**config.mk**
```make
export PLATFORM = sky130hd
export DESIGN_NAME = ram_arbiter_flat
export DESIGN_NICKNAME = d
export VERILOG_FILES = /design/src/rtl/ram_arb_pkg.sv /design/src/rtl/ram_arbiter_if.sv /design/src/rtl/rr_pick2.sv /design/src/rtl/ram_arbiter.sv /design/src/flat_wrapper.sv
export SDC_FILE = /design/constraint.sdc
export NUM_CORES = 1
export LEC_CHECK = 0
export CORE_MARGIN = 4
export CORE_UTILIZATION = 41
export CTS_CLUSTER_SIZE = 14
export DETAILED_ROUTE_END_ITERATION = 6
export GPL_ROUTABILITY_DRIVEN = 0
export PLACE_DENSITY = 0.81
export SLEW_MARGIN = 20
export SYNTH_ARGS = -nofsm -noshare
export SYNTH_HDL_FRONTEND = slang
export SYNTH_HIERARCHICAL = 1
export SYNTH_SLANG_ARGS = --single-unit
```
**constraint.sdc**
```tcl
create_clock -name clk -period 2.3 [get_ports clk]
set_input_delay 0.46 -clock clk [delete_from_list [all_inputs] [get_ports clk]]
set_output_delay 0.46 -clock clk [all_outputs]
set_load 0.05 [all_outputs]
```
**src/rtl/ram_arb_pkg.sv**
```systemverilog
// Shared definitions for the two-port RAM arbiter.
// Holds the FSM state encoding, the port index constants used by the
// round-robin pointer, and default bus widths for the 16x8 RAM.
package ram_arb_pkg;

  localparam int unsigned DEF_ADDR_W = 4;
  localparam int unsigned DEF_DATA_W = 8;

  localparam logic [1:0] IDLE   = 2'd0;
  localparam logic [1:0] ACCESS = 2'd1;
  localparam logic [1:0] RESP   = 2'd2;
  localparam logic [1:0] CLEAR  = 2'd3;

  typedef enum logic [1:0] {
    StIdle   = IDLE,
    StAccess = ACCESS,
    StResp   = RESP,
    StClear  = CLEAR
  } state_e;

  localparam logic PORT_A = 1'b0;
  localparam logic PORT_B = 1'b1;

endpackage

```
**src/rtl/ram_arbiter_if.sv**
```systemverilog
// Bus bundle between the two requesters, the arbiter and the RAM.
// slave  : arbiter view (takes requests and RAM read data, drives grants,
//          completions, read data and the RAM control/data lines).
// master : requester/RAM view, the mirror image of slave.
interface ram_arbiter_if
  import ram_arb_pkg::*;
#(
  parameter int unsigned ADDR_W = DEF_ADDR_W,
  parameter int unsigned DATA_W = DEF_DATA_W
) ();

  // Port A (CPU)
  logic              a_req;
  logic              a_we;
  logic [ADDR_W-1:0] a_addr;
  logic [DATA_W-1:0] a_wdata;
  logic              a_gnt;
  logic              a_done;
  logic [DATA_W-1:0] a_rdata;

  // Port B (front panel / loader)
  logic              b_req;
  logic              b_we;
  logic [ADDR_W-1:0] b_addr;
  logic [DATA_W-1:0] b_wdata;
  logic              b_gnt;
  logic              b_done;
  logic [DATA_W-1:0] b_rdata;
  logic              b_clear_req;
  logic              b_clear_done;

  // RAM side
  logic [ADDR_W-1:0] ram_address;
  logic [DATA_W-1:0] ram_data_in;
  logic              ram_write_enable;
  logic              ram_reset;
  logic [DATA_W-1:0] ram_data_out;

  modport slave (
    input  a_req, a_we, a_addr, a_wdata,
    input  b_req, b_we, b_addr, b_wdata, b_clear_req,
    input  ram_data_out,
    output a_gnt, a_done, a_rdata,
    output b_gnt, b_done, b_rdata, b_clear_done,
    output ram_address, ram_data_in, ram_write_enable, ram_reset
  );

  modport master (
    output a_req, a_we, a_addr, a_wdata,
    output b_req, b_we, b_addr, b_wdata, b_clear_req,
    output ram_data_out,
    input  a_gnt, a_done, a_rdata,
    input  b_gnt, b_done, b_rdata, b_clear_done,
    input  ram_address, ram_data_in, ram_write_enable, ram_reset
  );

endinterface

```
**src/rtl/rr_pick2.sv**
```systemverilog
// Combinational two-way round-robin picker.
// req_a, req_b : requests from port A / port B
// last         : most recent winner (PORT_A or PORT_B)
// gnt          : one-hot grant, bit 0 = A, bit 1 = B; zero when no request
module rr_pick2
  import ram_arb_pkg::*;
(
  input  logic       req_a,
  input  logic       req_b,
  input  logic       last,
  output logic [1:0] gnt
);

  always_comb begin
    gnt = 2'b00;
    if (req_a && req_b) begin
      // On a tie the port that did not win last time goes next.
      gnt = (last == PORT_B) ? 2'b01 : 2'b10;
    end else if (req_a) begin
      gnt = 2'b01;
    end else if (req_b) begin
      gnt = 2'b10;
    end
  end

endmodule

```
**src/rtl/ram_arbiter.sv**
```systemverilog
// Two-port arbiter and access sequencer for the 16x8 RAM.
// Every access runs IDLE -> ACCESS -> RESP -> IDLE so the RAM's registered
// read latency is absorbed; port B may also request a full clear, which
// takes IDLE -> CLEAR -> IDLE and has priority over both access requests.
// clk     : system clock, rising edge
// reset_n : synchronous active-low reset
// bus     : ram_arbiter_if.slave (requests, grants, completions, RAM lines)
// All outputs are registered.
module ram_arbiter
  import ram_arb_pkg::*;
#(
  parameter int unsigned ADDR_W = DEF_ADDR_W,
  parameter int unsigned DATA_W = DEF_DATA_W
) (
  input  logic         clk,
  input  logic         reset_n,
  ram_arbiter_if.slave bus
);

  state_e            state_q;
  logic              last_q;
  logic              win_q;    // port that owns the access in flight
  logic              we_q;     // in-flight access is a write
  logic              a_gnt_q, b_gnt_q, a_done_q, b_done_q, clear_done_q;
  logic [DATA_W-1:0] a_rdata_q, b_rdata_q;
  logic [ADDR_W-1:0] ram_addr_q;
  logic [DATA_W-1:0] ram_din_q;
  logic              ram_we_q, ram_reset_q;

  logic [1:0]        pick;
  logic              sel_port;
  logic              sel_we;
  logic [ADDR_W-1:0] sel_addr;
  logic [DATA_W-1:0] sel_wdata;

  rr_pick2 u_pick (
    .req_a (bus.a_req),
    .req_b (bus.b_req),
    .last  (last_q),
    .gnt   (pick)
  );

  always_comb begin
    sel_port  = pick[1] ? PORT_B : PORT_A;
    sel_we    = pick[1] ? bus.b_we    : bus.a_we;
    sel_addr  = pick[1] ? bus.b_addr  : bus.a_addr;
    sel_wdata = pick[1] ? bus.b_wdata : bus.a_wdata;
  end

  always_ff @(posedge clk) begin
    if (!reset_n) begin
      state_q      <= StIdle;
      last_q       <= PORT_B;
      win_q        <= PORT_A;
      we_q         <= 1'b0;
      a_gnt_q      <= 1'b0;
      b_gnt_q      <= 1'b0;
      a_done_q     <= 1'b0;
      b_done_q     <= 1'b0;
      clear_done_q <= 1'b0;
      a_rdata_q    <= '0;
      b_rdata_q    <= '0;
      ram_addr_q   <= '0;
      ram_din_q    <= '0;
      ram_we_q     <= 1'b0;
      ram_reset_q  <= 1'b0;
    end else begin
      // Grant and completion strobes are single-cycle pulses.
      a_gnt_q      <= 1'b0;
      b_gnt_q      <= 1'b0;
      a_done_q     <= 1'b0;
      b_done_q     <= 1'b0;
      clear_done_q <= 1'b0;
      unique case (state_q)
        StIdle: begin
          if (bus.b_clear_req) begin
            ram_reset_q <= 1'b1;
            state_q     <= StClear;
          end else if (|pick) begin
            win_q      <= sel_port;
            last_q     <= sel_port;
            we_q       <= sel_we;
            ram_we_q   <= sel_we;
            ram_addr_q <= sel_addr;
            ram_din_q  <= sel_wdata;
            if (sel_port == PORT_A) begin
              a_gnt_q <= 1'b1;
            end else begin
              b_gnt_q <= 1'b1;
            end
            state_q <= StAccess;
          end
        end
        StAccess: begin
          // The RAM performs the access at this edge.
          ram_we_q <= 1'b0;
          state_q  <= StResp;
        end
        StResp: begin
          // Writes leave the requester's read data untouched.
          if (win_q == PORT_A) begin
            if (!we_q) a_rdata_q <= bus.ram_data_out;
            a_done_q <= 1'b1;
          end else begin
            if (!we_q) b_rdata_q <= bus.ram_data_out;
            b_done_q <= 1'b1;
          end
          state_q <= StIdle;
        end
        StClear: begin
          ram_reset_q  <= 1'b0;
          clear_done_q <= 1'b1;
          state_q      <= StIdle;
        end
        default: state_q <= StIdle;
      endcase
    end
  end

  assign bus.a_gnt            = a_gnt_q;
  assign bus.b_gnt            = b_gnt_q;
  assign bus.a_done           = a_done_q;
  assign bus.b_done           = b_done_q;
  assign bus.a_rdata          = a_rdata_q;
  assign bus.b_rdata          = b_rdata_q;
  assign bus.b_clear_done     = clear_done_q;
  assign bus.ram_address      = ram_addr_q;
  assign bus.ram_data_in      = ram_din_q;
  assign bus.ram_write_enable = ram_we_q;
  assign bus.ram_reset        = ram_reset_q;

endmodule

```
**src/flat_wrapper.sv**
```systemverilog
// flat-port wrapper written by rule: the top's interface ports become plain ports
module ram_arbiter_flat import ram_arb_pkg::*;
#(
  parameter int unsigned ADDR_W = DEF_ADDR_W,
  parameter int unsigned DATA_W = DEF_DATA_W
)
  (clk, reset_n, bus_a_req, bus_a_we, bus_a_addr, bus_a_wdata, bus_b_req, bus_b_we, bus_b_addr, bus_b_wdata, bus_b_clear_req, bus_ram_data_out, bus_a_gnt, bus_a_done, bus_a_rdata, bus_b_gnt, bus_b_done, bus_b_rdata, bus_b_clear_done, bus_ram_address, bus_ram_data_in, bus_ram_write_enable, bus_ram_reset);
  ram_arbiter_if #(.ADDR_W(ADDR_W), .DATA_W(DATA_W)) bus_i ();
  input  logic clk;
  input  logic reset_n;
  input wire logic [$bits(bus_i.a_req)-1:0] bus_a_req;
  input wire logic [$bits(bus_i.a_we)-1:0] bus_a_we;
  input wire logic [$bits(bus_i.a_addr)-1:0] bus_a_addr;
  input wire logic [$bits(bus_i.a_wdata)-1:0] bus_a_wdata;
  input wire logic [$bits(bus_i.b_req)-1:0] bus_b_req;
  input wire logic [$bits(bus_i.b_we)-1:0] bus_b_we;
  input wire logic [$bits(bus_i.b_addr)-1:0] bus_b_addr;
  input wire logic [$bits(bus_i.b_wdata)-1:0] bus_b_wdata;
  input wire logic [$bits(bus_i.b_clear_req)-1:0] bus_b_clear_req;
  input wire logic [$bits(bus_i.ram_data_out)-1:0] bus_ram_data_out;
  output wire logic [$bits(bus_i.a_gnt)-1:0] bus_a_gnt;
  output wire logic [$bits(bus_i.a_done)-1:0] bus_a_done;
  output wire logic [$bits(bus_i.a_rdata)-1:0] bus_a_rdata;
  output wire logic [$bits(bus_i.b_gnt)-1:0] bus_b_gnt;
  output wire logic [$bits(bus_i.b_done)-1:0] bus_b_done;
  output wire logic [$bits(bus_i.b_rdata)-1:0] bus_b_rdata;
  output wire logic [$bits(bus_i.b_clear_done)-1:0] bus_b_clear_done;
  output wire logic [$bits(bus_i.ram_address)-1:0] bus_ram_address;
  output wire logic [$bits(bus_i.ram_data_in)-1:0] bus_ram_data_in;
  output wire logic [$bits(bus_i.ram_write_enable)-1:0] bus_ram_write_enable;
  output wire logic [$bits(bus_i.ram_reset)-1:0] bus_ram_reset;
  assign bus_i.a_req = bus_a_req;
  assign bus_i.a_we = bus_a_we;
  assign bus_i.a_addr = bus_a_addr;
  assign bus_i.a_wdata = bus_a_wdata;
  assign bus_i.b_req = bus_b_req;
  assign bus_i.b_we = bus_b_we;
  assign bus_i.b_addr = bus_b_addr;
  assign bus_i.b_wdata = bus_b_wdata;
  assign bus_i.b_clear_req = bus_b_clear_req;
  assign bus_i.ram_data_out = bus_ram_data_out;
  assign bus_a_gnt = bus_i.a_gnt;
  assign bus_a_done = bus_i.a_done;
  assign bus_a_rdata = bus_i.a_rdata;
  assign bus_b_gnt = bus_i.b_gnt;
  assign bus_b_done = bus_i.b_done;
  assign bus_b_rdata = bus_i.b_rdata;
  assign bus_b_clear_done = bus_i.b_clear_done;
  assign bus_ram_address = bus_i.ram_address;
  assign bus_ram_data_in = bus_i.ram_data_in;
  assign bus_ram_write_enable = bus_i.ram_write_enable;
  assign bus_ram_reset = bus_i.ram_reset;
  ram_arbiter #(.ADDR_W(ADDR_W), .DATA_W(DATA_W)) u_core (.clk(clk), .reset_n(reset_n), .bus(bus_i));
endmodule
```
==> insert_results.sql <==
INSERT INTO impl_metrics (metric_group, metric, value, unit) VALUES
('cts', 'cts_setup_buffers', '0', ''),
('setup_path', 'ff2ff_setup_slack', '650', 'ps'),
('grt', 'global_route.usage.total', '13.8', '%'),
('cts', 'tritoncts.num_buffers', '5', ''),
('sta', 'final.period_utilization', '83.3', '%'),
('placed_design', 'place.detailed.instances', '291', ''),
('setup_path', 'worstReg2RegStart', 'u_core/last_q', ''),
('cts', 'number_of_h_tree_levels', '2', ''),
('outcome', 'status', 'finished, final reports clean', ''),
('floorplan', 'initial_utilization', '44.1', '%'),
('placed_design', 'detailed_place_hpwl', '2.82', 'mm'),
('route', 'vias_after_detailed_routing', '1474', ''),
('route', 'drtPass1Iterations', '4', ''),
('setup_path', 'cp.arrival', '2100', 'ps'),
('floorplan', 'die-height', '71.9', 'um'),
('route', 'detail_route.iter0.violations', '101', ''),
('floorplan', 'design.die.area', '0.00517', 'mm2'),
('logic_synthesis', 'synth.top_cells.by_area', 'sky130_fd_sc_hd__dfxtp_1 48%, sky130_fd_sc_hd__mux2_2 8.7%, sky130_fd_sc_hd__mux2i_1 8.4%, sky130_fd_sc_hd__nand2_1 8.3%, sky130_fd_sc_hd__nand3_1 4.8%', ''),
('power_and_ir_drop', 'cellInternalPower', '1.17', 'mW'),
('power_and_ir_drop', 'p_seq_share', '47.2', '%'),
('grt', 'global_route.peak_usage_layer', 'met2', ''),
('logic_synthesis', 'yosys_register_bits', '40', ''),
('cts', 'postCtsHoldBufs', '0', ''),
('floorplan', 'placeableCoreArea', '0.00380', 'mm2'),
('setup_path', 'timing.setup.critical_path_class', 'in2reg', ''),
('cts', 'ctsRootBufferMaster', 'sky130_fd_sc_hd__clkbuf_8', ''),
('logic_synthesis', 'syn-num-nets', '220', ''),
('route', 'post_drt_wl_per_cell', '12.3', 'um'),
('grt', 'gr-usage-met2', '24.1', '%'),
('sta', 'rsz0062_at_grt', 'no', ''),
('power_and_ir_drop', 'p_comb_share', '23.3', '%'),
('min_path', 'timing.hold.worst_path_depth', '2', ''),
('route', 'drc_errors', '0', ''),
('logic_synthesis', 'synth.avg_cell_area', '9.25', 'um2'),
('grt', 'grt_first_pass_wirelength', '5.78', 'mm'),
('power_and_ir_drop', 'power_switching_share', '27.2', '%'),
('cts', 'clk_path_buf_depth', '2', ''),
('cts', 'clock_insertion_delay_worst_skew', '270', 'ps'),
('floorplan', 'boundaryPins', '74', ''),
('placed_design', 'dpl-instance-area', '0.00239', 'mm2'),
('setup_path', 'crit_path_end_kind', 'flop', ''),
('run', 'cap_violations', '0', ''),
('setup_path', 'ff2ff_path_depth', '6', ''),
('min_path', 'min-delay-path-class', 'reg2reg', ''),
('grt', 'number_of_global_route_vias_before_repair', '1325', ''),
('sta', 'period_needed', '1920', 'ps'),
('cts', 'register_clock_pin_slew_on_the_reported_worst_setup_and_hold_paths', '70', 'ps'),
('layout', 'area_growth_syn_to_layout', '48.7', '%'),
('route', 'antenna_left', '0', ''),
('cts', 'numClockSinks', '40', ''),
('logic_synthesis', 'synth_top_area_share', '47.8', '%'),
('sta', 'timing_worst_slew_pin_value', '569', 'ps'),
('cts', 'post_cts_resized', '0', ''),
('logic_synthesis', 'syn_inst', '181', ''),
('logic_synthesis', 'netlist.top_cell.by_area', 'sky130_fd_sc_hd__dfxtp_1', ''),
('sta', 'report.final.slew_viol_count', '0', ''),
('power_and_ir_drop', 'p_total', '1.60', 'mW'),
('logic_synthesis', 'post_synth_most_frequent_cells', '40 x sky130_fd_sc_hd__dfxtp_1, 37 x sky130_fd_sc_hd__nand2_1, 16 x sky130_fd_sc_hd__nand3_1', ''),
('layout', 'num_antenna_cells', '0', ''),
('logic_synthesis', 'yosysWarnings', '6', ''),
('logic_synthesis', 'synth_area', '0.00167', 'mm2'),
('min_path', 'timing.hold.worst.start', 'u_core/bus.ram_data_in[0]', ''),
('cts', 'clock_tree_from_tritoncts', 'yes', ''),
('sta', 'worst_slew_margin_rel', '61.9', '%'),
('logic_synthesis', 'synth_edf_count', '0', ''),
('logic_synthesis', 'ys.flop_type', 'sky130_fd_sc_hd__dfxtp_1', ''),
('power_and_ir_drop', 'leakage', '1.00', 'nW'),
('setup_path', 'crit_required', '2480', 'ps'),
('route', 'routed_via_density', '4.95', ''),
('grt', 'routing_usage_on_met3', '6.09', '%'),
('power_and_ir_drop', 'worst_ir_drop_vdd', '0.448', 'mV');
[area by class of cell]
cell class	count	area, um2
fill	337	1310
clock buffer	7	96.3
sequential	40	801
timing repair buffer	78	763
inverter	4	15.0
tap	48	60.1
multi-input combinational	121	754
[power groups by stage]
stage               clock network (mW)  logic, mW  registers [mW]
finish                           0.474      0.373           0.756
global route                     0.523      0.397           0.761
CTS                              0.491      0.377           0.756
detailed placement                   0      0.375           0.771
global placement                     0      0.370           0.770
floorplan                            0      0.141           0.870
[kinds of logic after synthesis]
group           Yosys count  synth area share (%)
compound gates           23                  7.77
buf+inv                  20                  7.10
simple gates             71                  20.2
flops                    40                  47.8
mux                      27                  17.1
[layer usage]
layer / share of wire, % / vias up
li1: - / 756
met1: 43 / 660
met2: 47 / 58
met3: 9.8 / 0
met4: 0 / 0
met5: 0 / -
[registers in the layout (all words and copies together) (netlist names)]
register	flops
u_core/we_q	1
u_core/bus.ram_data_in	8
u_core/bus.b_done	1
u_core/win_q	1
u_core/bus.b_clear_done	1
u_core/bus.b_gnt	1
u_core/last_q	1
u_core/bus.ram_reset	1
u_core/state_q	2
u_core/bus.b_rdata	8
u_core/bus.ram_write_enable	1
u_core/bus.a_done	1
u_core/bus.a_gnt	1
u_core/bus.ram_address	4
u_core/bus.a_rdata	8
[placed cells by master, fill, tap and decap left out, types with 2 or more instances in the layout]
cell                              instances
sky130_fd_sc_hd__buf_4                    5
sky130_fd_sc_hd__o21ai_0                 14
sky130_fd_sc_hd__nor4b_1                  2
sky130_fd_sc_hd__nand2_1                 37
sky130_fd_sc_hd__o21ai_1                  3
sky130_fd_sc_hd__nand3_1                 16
sky130_fd_sc_hd__inv_1                    4
sky130_fd_sc_hd__mux2_2                  13
sky130_fd_sc_hd__clkbuf_8                 7
sky130_fd_sc_hd__dfxtp_1                 40
sky130_fd_sc_hd__a21boi_1                 2
sky130_fd_sc_hd__nor2_1                   4
sky130_fd_sc_hd__mux2i_1                 14
sky130_fd_sc_hd__clkdlybuf4s50_1         72
sky130_fd_sc_hd__nor3_1                   4
[worst max path at each step]
stage,cells after the start,to
after floorplan,6,u_core/last_q
after CTS,6,u_core/bus.a_gnt
after global routing,6,u_core/bus.a_gnt
final,6,u_core/bus.a_gnt
after detailed placement,6,u_core/bus.a_gnt
after global placement,6,u_core/bus.ram_address[1]
[worst max-delay path: stages]
cell	delay (ps)
sky130_fd_sc_hd__clkdlybuf4s50_1	470
sky130_fd_sc_hd__a21boi_1	200
sky130_fd_sc_hd__nor2_1	100
sky130_fd_sc_hd__or4_4	430
sky130_fd_sc_hd__buf_4	230
sky130_fd_sc_hd__nor3_1	200
[through the flow]
stage | setup slack, ps | hold slack, ps | utilization [%]
after floorplan | 489 | 442 | -
after global placement | 172 | 444 | 63.0
after detailed placement | 89.2 | 452 | 63.0
after CTS | 374 | 462 | 65.5
after global routing | 283 | 482 | 65.5
final | 384 | 458 | 65.5
Power figures use the tool's default switching activity.
